### src/rtl/pipeline_hazard_controller_if.sv
// Hazard-controller bundle: ID/EX/MEM/WB hazard sources and memory status in,
// pipeline enables, flush/bubble controls and performance counters out.
//   slave  : the controller (consumes hazard info, drives controls)
//   master : the pipeline datapath (drives hazard info, consumes controls)
interface pipeline_hazard_controller_if;
  logic [4:0]  id_rs;
  logic [4:0]  id_rt;
  logic        id_uses_rt;
  logic [4:0]  ex_dest;
  logic        ex_reg_write;
  logic [4:0]  mem_dest;
  logic        mem_reg_write;
  logic [4:0]  wb_dest;
  logic        wb_reg_write;
  logic        branch_taken_ex;
  logic        mem_busy;
  logic        pc_enable;
  logic        pc_redirect;
  logic        ifid_enable;
  logic        ifid_flush;
  logic        idex_bubble;
  logic        exmem_enable;
  logic        memwb_enable;
  logic        rf_we_gate;
  logic [31:0] stall_cycles;
  logic [15:0] flush_events;
  logic        mem_timeout;

  modport slave (
    input  id_rs, id_rt, id_uses_rt, ex_dest, ex_reg_write, mem_dest, mem_reg_write,
           wb_dest, wb_reg_write, branch_taken_ex, mem_busy,
    output pc_enable, pc_redirect, ifid_enable, ifid_flush, idex_bubble,
           exmem_enable, memwb_enable, rf_we_gate, stall_cycles, flush_events, mem_timeout
  );

  modport master (
    output id_rs, id_rt, id_uses_rt, ex_dest, ex_reg_write, mem_dest, mem_reg_write,
           wb_dest, wb_reg_write, branch_taken_ex, mem_busy,
    input  pc_enable, pc_redirect, ifid_enable, ifid_flush, idex_bubble,
           exmem_enable, memwb_enable, rf_we_gate, stall_cycles, flush_events, mem_timeout
  );
endinterface

### src/rtl/pipeline_hazard_controller.sv
// Stall/flush sequencer for the 5-stage pipeline: RAW interlocks (no forwarding),
// EX-resolved redirects, start-up bubbles and memory wait, plus stall/flush
// counters and a sticky memory-timeout flag.
// Ports:
//   clock - rising-edge clock
//   reset - synchronous active-low reset
//   bus   - hazard inputs and pipeline control outputs (slave modport)
// Control outputs are combinational from state and inputs.
module pipeline_hazard_controller #(
  parameter int unsigned STARTUP_CYCLES   = 1,
  parameter int unsigned REDIRECT_BUBBLES = 1,
  parameter bit          WB_BYPASS        = 1'b1,
  parameter int unsigned MEM_TIMEOUT      = 1023
) (
  input logic                         clock,
  input logic                         reset,
  pipeline_hazard_controller_if.slave bus
);
  localparam int unsigned CNT_W  = 4;
  localparam int unsigned WAIT_W = (MEM_TIMEOUT < 1) ? 1 : $clog2(MEM_TIMEOUT + 1);
  localparam logic [CNT_W-1:0]  STARTUP_INIT  = CNT_W'(STARTUP_CYCLES);
  localparam logic [CNT_W-1:0]  REDIRECT_INIT = CNT_W'(REDIRECT_BUBBLES);
  localparam logic [WAIT_W-1:0] WAIT_MAX      = WAIT_W'(MEM_TIMEOUT);

  typedef enum logic [1:0] {ST_START, ST_RUN, ST_FLUSH, ST_MEM_WAIT} state_t;

  state_t            r_state, r_ret_state;
  state_t            w_next_state, w_next_ret_state, w_eff_state;
  logic [CNT_W-1:0]  r_bubble_cnt, w_next_bubble_cnt;
  logic [WAIT_W-1:0] r_wait_cnt, w_next_wait_cnt;
  logic [31:0]       r_stall_cycles;
  logic [15:0]       r_flush_events;
  logic              r_mem_timeout;
  logic              w_rs_hit, w_rt_hit, w_haz, w_bubble_phase;
  logic              w_stall_inc, w_flush_inc;

  function automatic logic stage_hit(input logic we, input logic [4:0] dest,
                                     input logic [4:0] src);
    return we && (dest == src) && (src != 5'd0);
  endfunction

  // RAW detection; with a write-first register file the WB stage cannot conflict
  always_comb begin
    w_rs_hit = stage_hit(bus.ex_reg_write, bus.ex_dest, bus.id_rs)
             | stage_hit(bus.mem_reg_write, bus.mem_dest, bus.id_rs)
             | (!WB_BYPASS && stage_hit(bus.wb_reg_write, bus.wb_dest, bus.id_rs));
    w_rt_hit = stage_hit(bus.ex_reg_write, bus.ex_dest, bus.id_rt)
             | stage_hit(bus.mem_reg_write, bus.mem_dest, bus.id_rt)
             | (!WB_BYPASS && stage_hit(bus.wb_reg_write, bus.wb_dest, bus.id_rt));
    w_haz    = w_rs_hit | (bus.id_uses_rt & w_rt_hit);
  end

  // The cycle that leaves MEM_WAIT behaves as the state that was interrupted
  assign w_eff_state    = (r_state == ST_MEM_WAIT) ? r_ret_state : r_state;
  assign w_bubble_phase = ((w_eff_state == ST_START) || (w_eff_state == ST_FLUSH))
                          && (r_bubble_cnt != '0);

  // Saturating count of consecutive busy cycles
  assign w_next_wait_cnt = !bus.mem_busy ? '0 :
                           (r_wait_cnt == WAIT_MAX) ? r_wait_cnt : r_wait_cnt + WAIT_W'(1);

  // Next state and prioritized pipeline controls
  always_comb begin
    w_next_state      = r_state;
    w_next_ret_state  = r_ret_state;
    w_next_bubble_cnt = r_bubble_cnt;
    w_stall_inc       = 1'b0;
    w_flush_inc       = 1'b0;
    bus.pc_enable     = 1'b1;
    bus.pc_redirect   = 1'b0;
    bus.ifid_enable   = 1'b1;
    bus.ifid_flush    = 1'b0;
    bus.idex_bubble   = 1'b0;
    bus.exmem_enable  = 1'b1;
    bus.memwb_enable  = 1'b1;
    bus.rf_we_gate    = 1'b1;

    if (!reset) begin
      bus.pc_enable   = 1'b0;
      bus.ifid_enable = 1'b0;
      bus.ifid_flush  = 1'b1;
      bus.idex_bubble = 1'b1;
      bus.rf_we_gate  = 1'b0;
    end else if (bus.mem_busy) begin
      // Freeze everything; WB retires its write only on the first busy cycle
      bus.pc_enable    = 1'b0;
      bus.ifid_enable  = 1'b0;
      bus.exmem_enable = 1'b0;
      bus.memwb_enable = 1'b0;
      bus.rf_we_gate   = (r_state != ST_MEM_WAIT);
      w_next_state     = ST_MEM_WAIT;
      if (r_state != ST_MEM_WAIT) w_next_ret_state = r_state;
    end else if (bus.branch_taken_ex) begin
      // Younger instructions are squashed, so any RAW stall is moot
      bus.pc_redirect   = 1'b1;
      bus.ifid_flush    = 1'b1;
      bus.idex_bubble   = 1'b1;
      w_flush_inc       = 1'b1;
      w_next_bubble_cnt = REDIRECT_INIT;
      w_next_state      = (REDIRECT_INIT == '0) ? ST_RUN : ST_FLUSH;
    end else if (w_bubble_phase) begin
      bus.ifid_flush    = 1'b1;
      bus.idex_bubble   = 1'b1;
      w_next_bubble_cnt = r_bubble_cnt - CNT_W'(1);
      w_next_state      = (r_bubble_cnt == CNT_W'(1)) ? ST_RUN : w_eff_state;
    end else begin
      w_next_state = ST_RUN;
      if (w_haz) begin
        bus.pc_enable   = 1'b0;
        bus.ifid_enable = 1'b0;
        bus.idex_bubble = 1'b1;
        w_stall_inc     = 1'b1;
      end
    end
  end

  always_ff @(posedge clock) begin
    if (!reset) begin
      r_state        <= ST_START;
      r_ret_state    <= ST_START;
      r_bubble_cnt   <= STARTUP_INIT;
      r_wait_cnt     <= '0;
      r_stall_cycles <= '0;
      r_flush_events <= '0;
      r_mem_timeout  <= 1'b0;
    end else begin
      r_state      <= w_next_state;
      r_ret_state  <= w_next_ret_state;
      r_bubble_cnt <= w_next_bubble_cnt;
      r_wait_cnt   <= w_next_wait_cnt;
      if (w_stall_inc) r_stall_cycles <= r_stall_cycles + 32'd1;
      if (w_flush_inc) r_flush_events <= r_flush_events + 16'd1;
      if (bus.mem_busy && (w_next_wait_cnt == WAIT_MAX)) r_mem_timeout <= 1'b1;
    end
  end

  assign bus.stall_cycles = r_stall_cycles;
  assign bus.flush_events = r_flush_events;
  assign bus.mem_timeout  = r_mem_timeout;
endmodule

### src/flat_wrapper.sv
// flat-port wrapper written by rule: the top's interface ports become plain ports
module pipeline_hazard_controller_flat 
#(
  parameter int unsigned STARTUP_CYCLES   = 1,
  parameter int unsigned REDIRECT_BUBBLES = 1,
  parameter bit          WB_BYPASS        = 1'b1,
  parameter int unsigned MEM_TIMEOUT      = 1023
)
  (clock, reset, bus_id_rs, bus_id_rt, bus_id_uses_rt, bus_ex_dest, bus_ex_reg_write, bus_mem_dest, bus_mem_reg_write, bus_wb_dest, bus_wb_reg_write, bus_branch_taken_ex, bus_mem_busy, bus_pc_enable, bus_pc_redirect, bus_ifid_enable, bus_ifid_flush, bus_idex_bubble, bus_exmem_enable, bus_memwb_enable, bus_rf_we_gate, bus_stall_cycles, bus_flush_events, bus_mem_timeout);
  pipeline_hazard_controller_if bus_i ();
  input logic clock;
  input logic reset;
  input wire logic [$bits(bus_i.id_rs)-1:0] bus_id_rs;
  input wire logic [$bits(bus_i.id_rt)-1:0] bus_id_rt;
  input wire logic [$bits(bus_i.id_uses_rt)-1:0] bus_id_uses_rt;
  input wire logic [$bits(bus_i.ex_dest)-1:0] bus_ex_dest;
  input wire logic [$bits(bus_i.ex_reg_write)-1:0] bus_ex_reg_write;
  input wire logic [$bits(bus_i.mem_dest)-1:0] bus_mem_dest;
  input wire logic [$bits(bus_i.mem_reg_write)-1:0] bus_mem_reg_write;
  input wire logic [$bits(bus_i.wb_dest)-1:0] bus_wb_dest;
  input wire logic [$bits(bus_i.wb_reg_write)-1:0] bus_wb_reg_write;
  input wire logic [$bits(bus_i.branch_taken_ex)-1:0] bus_branch_taken_ex;
  input wire logic [$bits(bus_i.mem_busy)-1:0] bus_mem_busy;
  output wire logic [$bits(bus_i.pc_enable)-1:0] bus_pc_enable;
  output wire logic [$bits(bus_i.pc_redirect)-1:0] bus_pc_redirect;
  output wire logic [$bits(bus_i.ifid_enable)-1:0] bus_ifid_enable;
  output wire logic [$bits(bus_i.ifid_flush)-1:0] bus_ifid_flush;
  output wire logic [$bits(bus_i.idex_bubble)-1:0] bus_idex_bubble;
  output wire logic [$bits(bus_i.exmem_enable)-1:0] bus_exmem_enable;
  output wire logic [$bits(bus_i.memwb_enable)-1:0] bus_memwb_enable;
  output wire logic [$bits(bus_i.rf_we_gate)-1:0] bus_rf_we_gate;
  output wire logic [$bits(bus_i.stall_cycles)-1:0] bus_stall_cycles;
  output wire logic [$bits(bus_i.flush_events)-1:0] bus_flush_events;
  output wire logic [$bits(bus_i.mem_timeout)-1:0] bus_mem_timeout;
  assign bus_i.id_rs = bus_id_rs;
  assign bus_i.id_rt = bus_id_rt;
  assign bus_i.id_uses_rt = bus_id_uses_rt;
  assign bus_i.ex_dest = bus_ex_dest;
  assign bus_i.ex_reg_write = bus_ex_reg_write;
  assign bus_i.mem_dest = bus_mem_dest;
  assign bus_i.mem_reg_write = bus_mem_reg_write;
  assign bus_i.wb_dest = bus_wb_dest;
  assign bus_i.wb_reg_write = bus_wb_reg_write;
  assign bus_i.branch_taken_ex = bus_branch_taken_ex;
  assign bus_i.mem_busy = bus_mem_busy;
  assign bus_pc_enable = bus_i.pc_enable;
  assign bus_pc_redirect = bus_i.pc_redirect;
  assign bus_ifid_enable = bus_i.ifid_enable;
  assign bus_ifid_flush = bus_i.ifid_flush;
  assign bus_idex_bubble = bus_i.idex_bubble;
  assign bus_exmem_enable = bus_i.exmem_enable;
  assign bus_memwb_enable = bus_i.memwb_enable;
  assign bus_rf_we_gate = bus_i.rf_we_gate;
  assign bus_stall_cycles = bus_i.stall_cycles;
  assign bus_flush_events = bus_i.flush_events;
  assign bus_mem_timeout = bus_i.mem_timeout;
  pipeline_hazard_controller #(.STARTUP_CYCLES(STARTUP_CYCLES), .REDIRECT_BUBBLES(REDIRECT_BUBBLES), .WB_BYPASS(WB_BYPASS), .MEM_TIMEOUT(MEM_TIMEOUT)) u_core (.clock(clock), .reset(reset), .bus(bus_i));
endmodule
### config.mk
export PLATFORM = sky130hd
export DESIGN_NAME = pipeline_hazard_controller_flat
export DESIGN_NICKNAME = d
export VERILOG_FILES = /design/src/rtl/pipeline_hazard_controller_if.sv /design/src/rtl/pipeline_hazard_controller.sv /design/src/flat_wrapper.sv
export SDC_FILE = /design/constraint.sdc
export NUM_CORES = 1
export LEC_CHECK = 0
export CORE_ASPECT_RATIO = 0.7
export CORE_MARGIN = 2
export CORE_UTILIZATION = 35
export CTS_CLUSTER_DIAMETER = 150
export DETAILED_ROUTE_END_ITERATION = 8
export PLACE_DENSITY_LB_ADDON = 0.12
export SETUP_SLACK_MARGIN = 0.1
export SYNTH_ARGS = -nofsm -noshare
export SYNTH_HDL_FRONTEND = slang
export SYNTH_SLANG_ARGS = --single-unit
### constraint.sdc
create_clock -name clock -period 4.2 [get_ports clock]
set_clock_uncertainty 0.15 [all_clocks]
set_input_delay 0.42 -clock clock [delete_from_list [all_inputs] [get_ports clock]]
set_output_delay 0.42 -clock clock [all_outputs]
set_load 0.005 [all_outputs]
-- Word-level counts from Yosys, hierarchy flattened
Index checks and enable logic that the tools add are counted.
Widths: inputs -> output; s select.
- add/subtract/negate cells: 4
- multiplexer cells: 34
- bitwise gates (word level): 5
- equal/unequal tests: 10
- reduce and logical (&&, ||, !) cells: 18
- operators with widths (operator ; count):
    $add 32x1->32 const B ; 1
    $mux 1 ; 25
    $eq 10x10->1 const B ; 2
    $eq 5x5->1 ; 4
    $mux 10 ; 2
    $add 16x1->16 const B ; 1
    $add 10x1->10 const B ; 1
    $logic_and 1x1->1 ; 10
    $mux 2 ; 5
    $reduce_bool 5->1 ; 2
    $mux 4 ; 2
    $eq 2x2->1 const B ; 2
    $eq 4x1->1 const B ; 1
    $reduce_and 2->1 ; 2
    $reduce_bool 4->1 ; 1
    $sub 4x1->4 const B ; 1
    $or 1x1->1 ; 3
    $logic_not 2->1 ; 1
    $ne 2x2->1 const B ; 1
    $reduce_bool 2->1 ; 1
    $and 1x1->1 ; 1
    $logic_or 1x1->1 ; 1
    $not 1->1 ; 1
- output and inout port bits: 57
- logic and storage cells: 78
- register bits after elaboration: 67

-- Longest topological paths before layout
Gate-level depths: netlist of run 1.
- depth in word-level cells: 11
- mapped depth: 11
- depth with buffers taken out: 7

-- Worst setup path before layout of run 1
OpenSTA, ideal clock, no wires.
- kind: input to output
- start: in bus_id_rt[1]
- end: out bus_pc_enable
- data arrival time: 2313 ps
- slack: 1317 ps
- stages: 9
- buffers on the path: 3
- path through: or4_1 o21ai_0 nor2_1 a22oi_2 buf_2 buf_2 nor2_1 nor3_1 buf_4
- word-level cells in the longest chain between the ends: 11
- elaborated cells on any way between the ends: 15
- RTL lines (what ; RTL line ; source):
    from (decl) ; flat_wrapper.sv:14 ; input wire logic [$bits(bus_i.id_rt)-1:0] bus_id_rt;
    $eq 5x5->1 ; pipeline_hazard_controller.sv:39 ; return we && (dest == src) && (src != 5'd0);
    $logic_and 1x1->1 (2 in series) ; pipeline_hazard_controller.sv:39 ;
    $or 1x1->1 (*) ; pipeline_hazard_controller.sv:48 ; | stage_hit(bus.mem_reg_write, bus.mem_dest, bus.id_rt)
    $and 1x1->1 (*) ; pipeline_hazard_controller.sv:50 ; w_haz = w_rs_hit | (bus.id_uses_rt & w_rt_hit);
    $or 1x1->1 (*) ; pipeline_hazard_controller.sv:50 ;
    $mux 1 (*) (5 in series) ; - ;
    to (decl) ; flat_wrapper.sv:24 ; output wire logic [$bits(bus_i.pc_enable)-1:0] bus_pc_enable;
Mark *: on every way between the ends. The rest lies on a longest branch, timed or not.

-- Worst setup path in the final report of run 1
- start: in bus_id_rt[1]
- end: out bus_ifid_enable
- word-level cells in the longest chain between the ends: 11
- elaborated cells on any way between the ends: 15
- RTL lines (what ; RTL line ; source):
    $eq 5x5->1 ; pipeline_hazard_controller.sv:39 ;
    $logic_and 1x1->1 (2 in series) ; pipeline_hazard_controller.sv:39 ;
    $or 1x1->1 (*) ; pipeline_hazard_controller.sv:48 ;
    $and 1x1->1 (*) ; pipeline_hazard_controller.sv:50 ;
    $or 1x1->1 (*) ; pipeline_hazard_controller.sv:50 ;
    $mux 1 (*) ; pipeline_hazard_controller.sv:108 ; if (w_haz) begin
    $mux 1 (*) ; pipeline_hazard_controller.sv:101 ; end else if (w_bubble_phase) begin
    $mux 1 (*) ; pipeline_hazard_controller.sv:93 ; end else if (bus.branch_taken_ex) begin
    $mux 1 (*) ; pipeline_hazard_controller.sv:84 ; end else if (bus.mem_busy) begin
    $mux 1 (*) ; pipeline_hazard_controller.sv:78 ; if (!reset) begin
    to (decl) ; flat_wrapper.sv:26 ; output wire logic [$bits(bus_i.ifid_enable)-1:0] bus_ifid_enable;
Marked as above.

==> out/metrics.yaml, run 1 <==
drt:
  detailedRoute.firstIterationViolations: 192
  wl_per_cell_um: 15.5
  dr_total_vias: 3735
  vias_per_cell: 5.63
  dr.pass1.iters: 5
  detail-route-antenna-nets: 0
  routed_wl_um: 10300
  drcViolationCount: 0
sta:
  max-slew-margin-rel_pct: 47.0
  maxSlewViolCount: 0
  fin_crit_sh_pct: 79.5
  worst_slack_on_hold_paths_ns: 0.332
  timing_worst_slew_pin_value_ns: 0.796
  final.min_clock_period_ns: 3.34
  maxClockFrequency_mhz: 300
  setup_violations: 0
  grt_setup_unrepaired: "no"
  setup_tns_ns: 0
  hold_viol_final: 0
floorplan:
  die_height_um: 90.0
  coreArea_um2: 10300
  ios: 90
  initial_utilization_pct: 35.8
  die_area_um2: 11400
  placementRows: 31
  dieWidth_um: 127
pwr:
  pwr_density_nw_per_um2: 319
  design_power_total_w: 0.00157
  p_leak_nw: 1.55
  vdd_ir_drop_max_mv: 0.209
synth:
  syn_area_um2: 3690
  synth_xor_xnor_area_share_pct: 8.30
  synth_cell_types: 49
  synth-main-ff-cell: "sky130_fd_sc_hd__dfxtp_1"
  ys.warnings.count: 0
  synth_enable_flop_cells: 0
  largest_family_of_logic_cells_by_synthesized_area: "simple AND/OR/NAND/NOR gates"
  postSynth.asyncResetShare_pct: 0
  synth_mux_area_share_pct: 0.847
  sequential_area_share_after_synthesis_pct: 36.3
  syn_area_per_cell_um2: 8.10
  fraction_of_the_mapped_netlist_area_in_simple_logic_gates_pct: 29.2
  synth_compound_area_share_pct: 18.7
  synth-seq-cells: 67
  post_synth_inst_count: 456
  synthesis.nets: 495
  synth_adder_area_share_pct: 2.03
clock_tree:
  cts_max_path_buffers: 2
  cts.root.buffer_cell: "sky130_fd_sc_hd__clkbuf_16"
  ctsHoldBuffers: 0
  tritoncts: "done"
  cts_max_level: 3
  clk_pin_slew_worst_paths_ns: 0.06
  numClockSinks: 67
  number_of_cts_inserted_buffers: 9
  post_cts_resized: 0
  clk-insertion-delay-late_ns: 0.33
  post-cts-setup-buffers: 0
worst_setup_path:
  path_max_fanout: 3
  data_arrival_at_the_endpoint_of_the_critical_path_ns: 2.77
  endpoint_kind: "output pin"
  worst-endpoint-required_ns: 3.63
  critPathLaunchType: "input port"
  criticalPathCategory: "input port to output pin"
place:
  place.detailed.hpwl_um: 7080
  port-buffer-count: 83
  final_weighted_congestion_in_routability_driven_placement: 0.781
layout:
  area_delta_synth_final_pct: 33.0
  multi_input_comb_area_um2: 2180
  sequential_cell_area_um2: 1340
  filler_instances: 1006
  n_antenna_cell: 0
  final_nets: 566
  final_layout_size_suffix_gt1_share_pct: 6.20
global_routing:
  grt_max_degree: 36
  global_route.overflow_total: 0
  grt_first_pass_wirelength_um: 17400
  first_global_vias: 3524
  antenna_violations_before_repair: 0
  grt.total_usage_pct: 18.5
run_status:
  outcome: "finished clean"
flow_run:
  maxCapViolCount: 0
worst_hold_path:
  hold_class: "register to register"
[layout make-up]
cell class | count | area share [%]
Clock buffer | 12 | 5.42
Clock inverter | 4 | 0.967
Inverter | 10 | 0.764
Multi-Input combinational cell | 350 | 44.4
Sequential cell | 67 | 27.3
Tap cell | 132 | 3.36
Timing Repair Buffer | 89 | 17.8
[synth_stat cells (11+ instances only)]
cell / number / share of area, %
sky130_fd_sc_hd__nand4_1: 17 / 2.9
sky130_fd_sc_hd__nand3_1: 24 / 3.3
sky130_fd_sc_hd__xor2_1: 12 / 2.8
sky130_fd_sc_hd__clkbuf_1: 20 / 2.0
sky130_fd_sc_hd__dfxtp_1: 67 / 36
sky130_fd_sc_hd__a21oi_1: 42 / 5.7
sky130_fd_sc_hd__xnor2_1: 23 / 5.5
sky130_fd_sc_hd__nand4b_1: 15 / 3.6
sky130_fd_sc_hd__o41ai_1: 16 / 3.8
sky130_fd_sc_hd__o31ai_1: 13 / 2.6
sky130_fd_sc_hd__or4_1: 11 / 2.2
sky130_fd_sc_hd__nor2_1: 54 / 5.5
sky130_fd_sc_hd__nand2_1: 31 / 3.1
[layer usage]
metal	up-vias	wire (um)	global-route usage, %
li1	1837	-	-
met1	1792	5080	26.2
met2	97	4590	28.0
met3	9	561	5.24
met4	0	83	3.85
met5	-	0	0
[final timing paths]
path / slack, ns / from / end / cells after the start
max: 0.86 / bus_id_rt[1] / bus_ifid_enable / 8
max reg2reg: 1.45 / u_core.bus.stall_cycles[0] / u_core.bus.stall_cycles[30] / 7
min: 0.33 / u_core.bus.stall_cycles[31] / u_core.bus.stall_cycles[31] / 2
min reg2reg: 0.33 / u_core.bus.stall_cycles[31] / u_core.bus.stall_cycles[31] / 2
[power breakdown]
part	internal [W]	leakage [nW]	switching (W)	total (W)
clock	0.000506	0.155	0.000279	0.000784
sequential	0.000642	0.541	0.00000630	0.000648
combinational	0.0000635	0.850	0.0000734	0.000137
total	0.00121	1.55	0.000358	0.00157
[cell families after synthesis]
kind of cell,count (synthesis)
AND/OR/NAND/NOR,200
AO/OA/AOI/OAI,106
XOR/XNOR,35
buffers and inverters,39
adder cells (fa/ha/maj),6
flip-flops,67
multiplexers,3
[metrics by stage]
step	utilization [%]	cells	area (um2)	worst slack, ns
after floorplan	-	456	3690	1.32
after global placement	44.6	648	4600	0.819
after detailed placement	44.6	648	4600	0.836
after CTS	47.6	664	4910	0.829
after global routing	47.6	664	4910	0.662
final	47.6	664	4910	0.862
[state kept, by name (all words and copies together), names as in the netlist]
register / count
u_core.bus.mem_timeout: 1
u_core.r_ret_state: 2
u_core.r_bubble_cnt: 4
u_core.r_wait_cnt: 10
u_core.bus.stall_cycles: 32
u_core.bus.flush_events: 16
u_core.r_state: 2
[critical path: stages]
cell and delay [ns]:
sky130_fd_sc_hd__clkdlybuf4s50_1 0.48, sky130_fd_sc_hd__or4_1 0.53, sky130_fd_sc_hd__o21ai_0 0.23, sky130_fd_sc_hd__nor2_1 0.08, sky130_fd_sc_hd__a22oi_2 0.21, sky130_fd_sc_hd__nor2_1 0.06
sky130_fd_sc_hd__nor3_1 0.21, sky130_fd_sc_hd__clkdlybuf4s50_1 0.55
[layout by cell type (no fill, tap or decap), types with 4 or more instances in the layout]
master	netlist	final
sky130_fd_sc_hd__or4_1	11	11
sky130_fd_sc_hd__o31ai_1	13	13
sky130_fd_sc_hd__clkdlybuf4s50_1	0	83
sky130_fd_sc_hd__or4_2	4	4
sky130_fd_sc_hd__buf_4	2	6
sky130_fd_sc_hd__nand3_1	24	24
sky130_fd_sc_hd__a31oi_1	8	8
sky130_fd_sc_hd__o21ai_0	8	8
sky130_fd_sc_hd__nand2_1	31	31
sky130_fd_sc_hd__nand2b_1	4	4
sky130_fd_sc_hd__o41ai_1	16	16
sky130_fd_sc_hd__nor2_1	54	54
sky130_fd_sc_hd__nor3_1	10	10
sky130_fd_sc_hd__a21oi_1	42	42
sky130_fd_sc_hd__ha_1	6	6
sky130_fd_sc_hd__xor2_1	12	12
sky130_fd_sc_hd__nand4b_1	15	15
sky130_fd_sc_hd__dfxtp_1	67	67
sky130_fd_sc_hd__inv_1	10	9
sky130_fd_sc_hd__and3_1	10	10
sky130_fd_sc_hd__or3_1	7	7
sky130_fd_sc_hd__nand4_1	17	17
sky130_fd_sc_hd__xnor2_1	23	23
sky130_fd_sc_hd__clkbuf_16	0	9
(Power assumes the default switching activity.)
==> run 2: changes to the inputs <==
==> constraint.sdc (replaced) <==
create_clock -name clock -period 3.25 [get_ports clock]
set_clock_uncertainty 0.15 [all_clocks]
set_input_delay 0.325 -clock clock [delete_from_list [all_inputs] [get_ports clock]]
set_output_delay 0.325 -clock clock [all_outputs]
set_load 0.005 [all_outputs]
==> run 2 against run 1 <==
Effect of this change:
- hold slack improved by 0.0015 ns
- register-to-register slack got worse by 0.92 ns
- die area did not move
- via count fell by 1.5%
- routed wire length fell by 1.0%
- total power rose by 37%
- critical path depth did not move
- clock power rose by 44%
- largest cell class unchanged
==> out/metrics.yaml, run 2 (synthesized netlist as in run 1, its figures left out) <==
pwr:
  vdd_ir_drop_max_mv: 0.272  # +30%
  pwr_density_nw_per_um2: 429  # +34%
  p_leak_nw: 1.60  # +3.8%
worst_setup_path:
  criticalPathCategory: "input port to output pin"
  data_arrival_at_the_endpoint_of_the_critical_path_ns: 2.50  # -0.27 ns
  setup.worst_path.start: "bus_id_rt[1]"
  critPathLaunchType: "input port"
  path_max_fanout: 2  # -1
  timing.critical_path.slowest_cell_delay_ns: 0.54  # about the same
  worst-endpoint-required_ns: 2.77  # -0.86 ns
  endpoint_kind: "output pin"
  timing.rr.start: "u_core.bus.stall_cycles[1]"
  crit_chain: "clkdlybuf4s50_1 > or4_1 > o21ai_1 > nor2_1 > a22oi_2 > nor2_1 > nor3_2 > clkdlybuf4s50_1"
  critical-path-slowest-cell: "sky130_fd_sc_hd__clkdlybuf4s50_1"
layout:
  final_cell_mix: "83 x sky130_fd_sc_hd__clkdlybuf4s50_1, 67 x sky130_fd_sc_hd__dfxtp_1, 54 x sky130_fd_sc_hd__nor2_1"
  finalCoreUtilization_pct: 48.6  # +0.98 points
  final_layout_size_suffix_gt1_share_pct: 7.76  # +1.6 points
  final_common_cell: "sky130_fd_sc_hd__clkdlybuf4s50_1"
  n_antenna_cell: 0  # unchanged
  filler_instances: 996  # -0.99%
  area_delta_synth_final_pct: 35.8
  final_nets: 575  # +1.6%
  largest_register_ff_count: 32  # unchanged
floorplan:
  coreArea_um2: 10300  # unchanged
  ios: 90  # unchanged
  initial_utilization_pct: 35.8  # unchanged
  dieWidth_um: 127  # unchanged
  die_height_um: 90.0  # unchanged
  die_area_um2: 11400  # unchanged
  placementRows: 31  # unchanged
global_routing:
  global_route.overflow_total: 0  # unchanged
  gr-usage-met1_pct: 25.2  # -1.0 points
  grt_most_used_layer: "met2"
  antenna_violations_before_repair: 0  # unchanged
  grt.met3_usage_pct: 4.82  # -0.42 points
  first_global_vias: 3428  # -2.7%
  grt.met2_usage_pct: 27.9  # -0.090 points
  grt_first_pass_wirelength_um: 17000  # -1.9%
  grt.total_usage_pct: 18.3  # -0.21 points
  grt_max_degree: 36  # unchanged
clock_tree:
  cts_max_path_buffers: 2  # unchanged
  cts.root.buffer_cell: "sky130_fd_sc_hd__clkbuf_16"
  clk-insertion-delay-late_ns: 0.33  # about the same
  tritoncts: "done"
  ctsHoldBuffers: 0  # unchanged
  cts_max_level: 3  # unchanged
  clk_pin_slew_worst_paths_ns: 0.05  # about the same
  number_of_cts_inserted_buffers: 9  # unchanged
  numClockSinks: 67  # unchanged
sta:
  max-slew-margin-rel_pct: 52.6  # +5.7 points
  maxClockFrequency_mhz: 336
  setup_violations: 0  # unchanged
  maxSlewViolCount: 0  # unchanged
  timing_worst_slew_pin_value_ns: 0.711  # -0.0848 ns
  final.min_clock_period_ns: 2.97
  fin_crit_sh_pct: 91.5
  hold_viol_final: 0  # unchanged
  grt_setup_unrepaired: "no"
  setup_tns_ns: 0  # unchanged
flow_run:
  maxCapViolCount: 0  # unchanged
drt:
  routed_wl_um: 10200  # -1.0%
  drcViolationCount: 0  # unchanged
  detailedRoute.firstIterationViolations: 214  # +11%
  dr_total_vias: 3680  # -1.5%
  detail-route-antenna-nets: 0  # unchanged
  vias_per_cell: 5.47  # -2.8%
  dr.pass1.iters: 4  # -1
  wl_per_cell_um: 15.2  # -2.4%
place:
  final_weighted_congestion_in_routability_driven_placement: 0.867  # +11%
  port-buffer-count: 83  # unchanged
  place.detailed.hpwl_um: 7180  # +1.4%
worst_hold_path:
  hold_class: "register to register"
  timing.hold.worst.start: "u_core.bus.stall_cycles[31]"
run_status:
  outcome: "finished clean"
run 2: repair_timing:
item	in CTS	in global routing
hold endpoints to repair	0	0
setup endpoints to repair	2	2
gates resized for setup	1	1
setup buffers	0	0
run 2: per-layer routing:
metal / up-vias / part of all wire (%)
met2: 94 / 43
met1: 1728 / 51
met5: - / 0
met3: 6 / 4.8
li1: 1852 / -
met4: 0 / 0.69
run 2: worst max-delay path, delay by kind of cell:
family,cells,cell delay (ns)
AO/OA/AOI/OAI,2,0.39
buffers and inverters,2,0.98
AND/OR/NAND/NOR,4,0.82
run 2: layout make-up:
type                       count  area (um2)  area share (%)
clock buffer                  11         243            4.84
sequential                    67        1340            26.7
inverter                      10        37.5           0.748
timing repair buffer          98         943            18.8
multi-input combinational    350        2190            43.6
tap                          132         165            3.29
clock inverter                 5         100            2.00
run 2: path summary, 6_finish.rpt:
kind | to | slack [ns] | cells past startpoint
worst min-delay path | u_core.bus.stall_cycles[31] | 0.33 | 2
worst max-delay path | bus_ifid_enable | 0.28 | 8
worst max register to register | u_core.bus.stall_cycles[30] | 0.53 | 7
worst min register to register | u_core.bus.stall_cycles[31] | 0.33 | 2
run 2: power by group:
group	internal, W	switching [W]	leakage (nW)
Clock	0.000768	0.000361	0.169
Sequential	0.000829	0.00000793	0.541
Combinational	0.0000886	0.0000969	0.893
Total	0.00169	0.000466	1.60
run 2: stage by stage:
step	power [W]	hold WS (ns)	setup slack, ns	cells	cell area (um2)
after floorplan	0.000949	0.297	0.520	456	3690
after global placement	0.00104	0.313	0.124	657	4670
after detailed placement	0.00104	0.322	0.110	657	4670
after CTS	0.00218	0.334	0.178	673	5020
after global routing	0.00222	0.345	0.122	673	5020
final	0.00215	0.333	0.278	673	5020
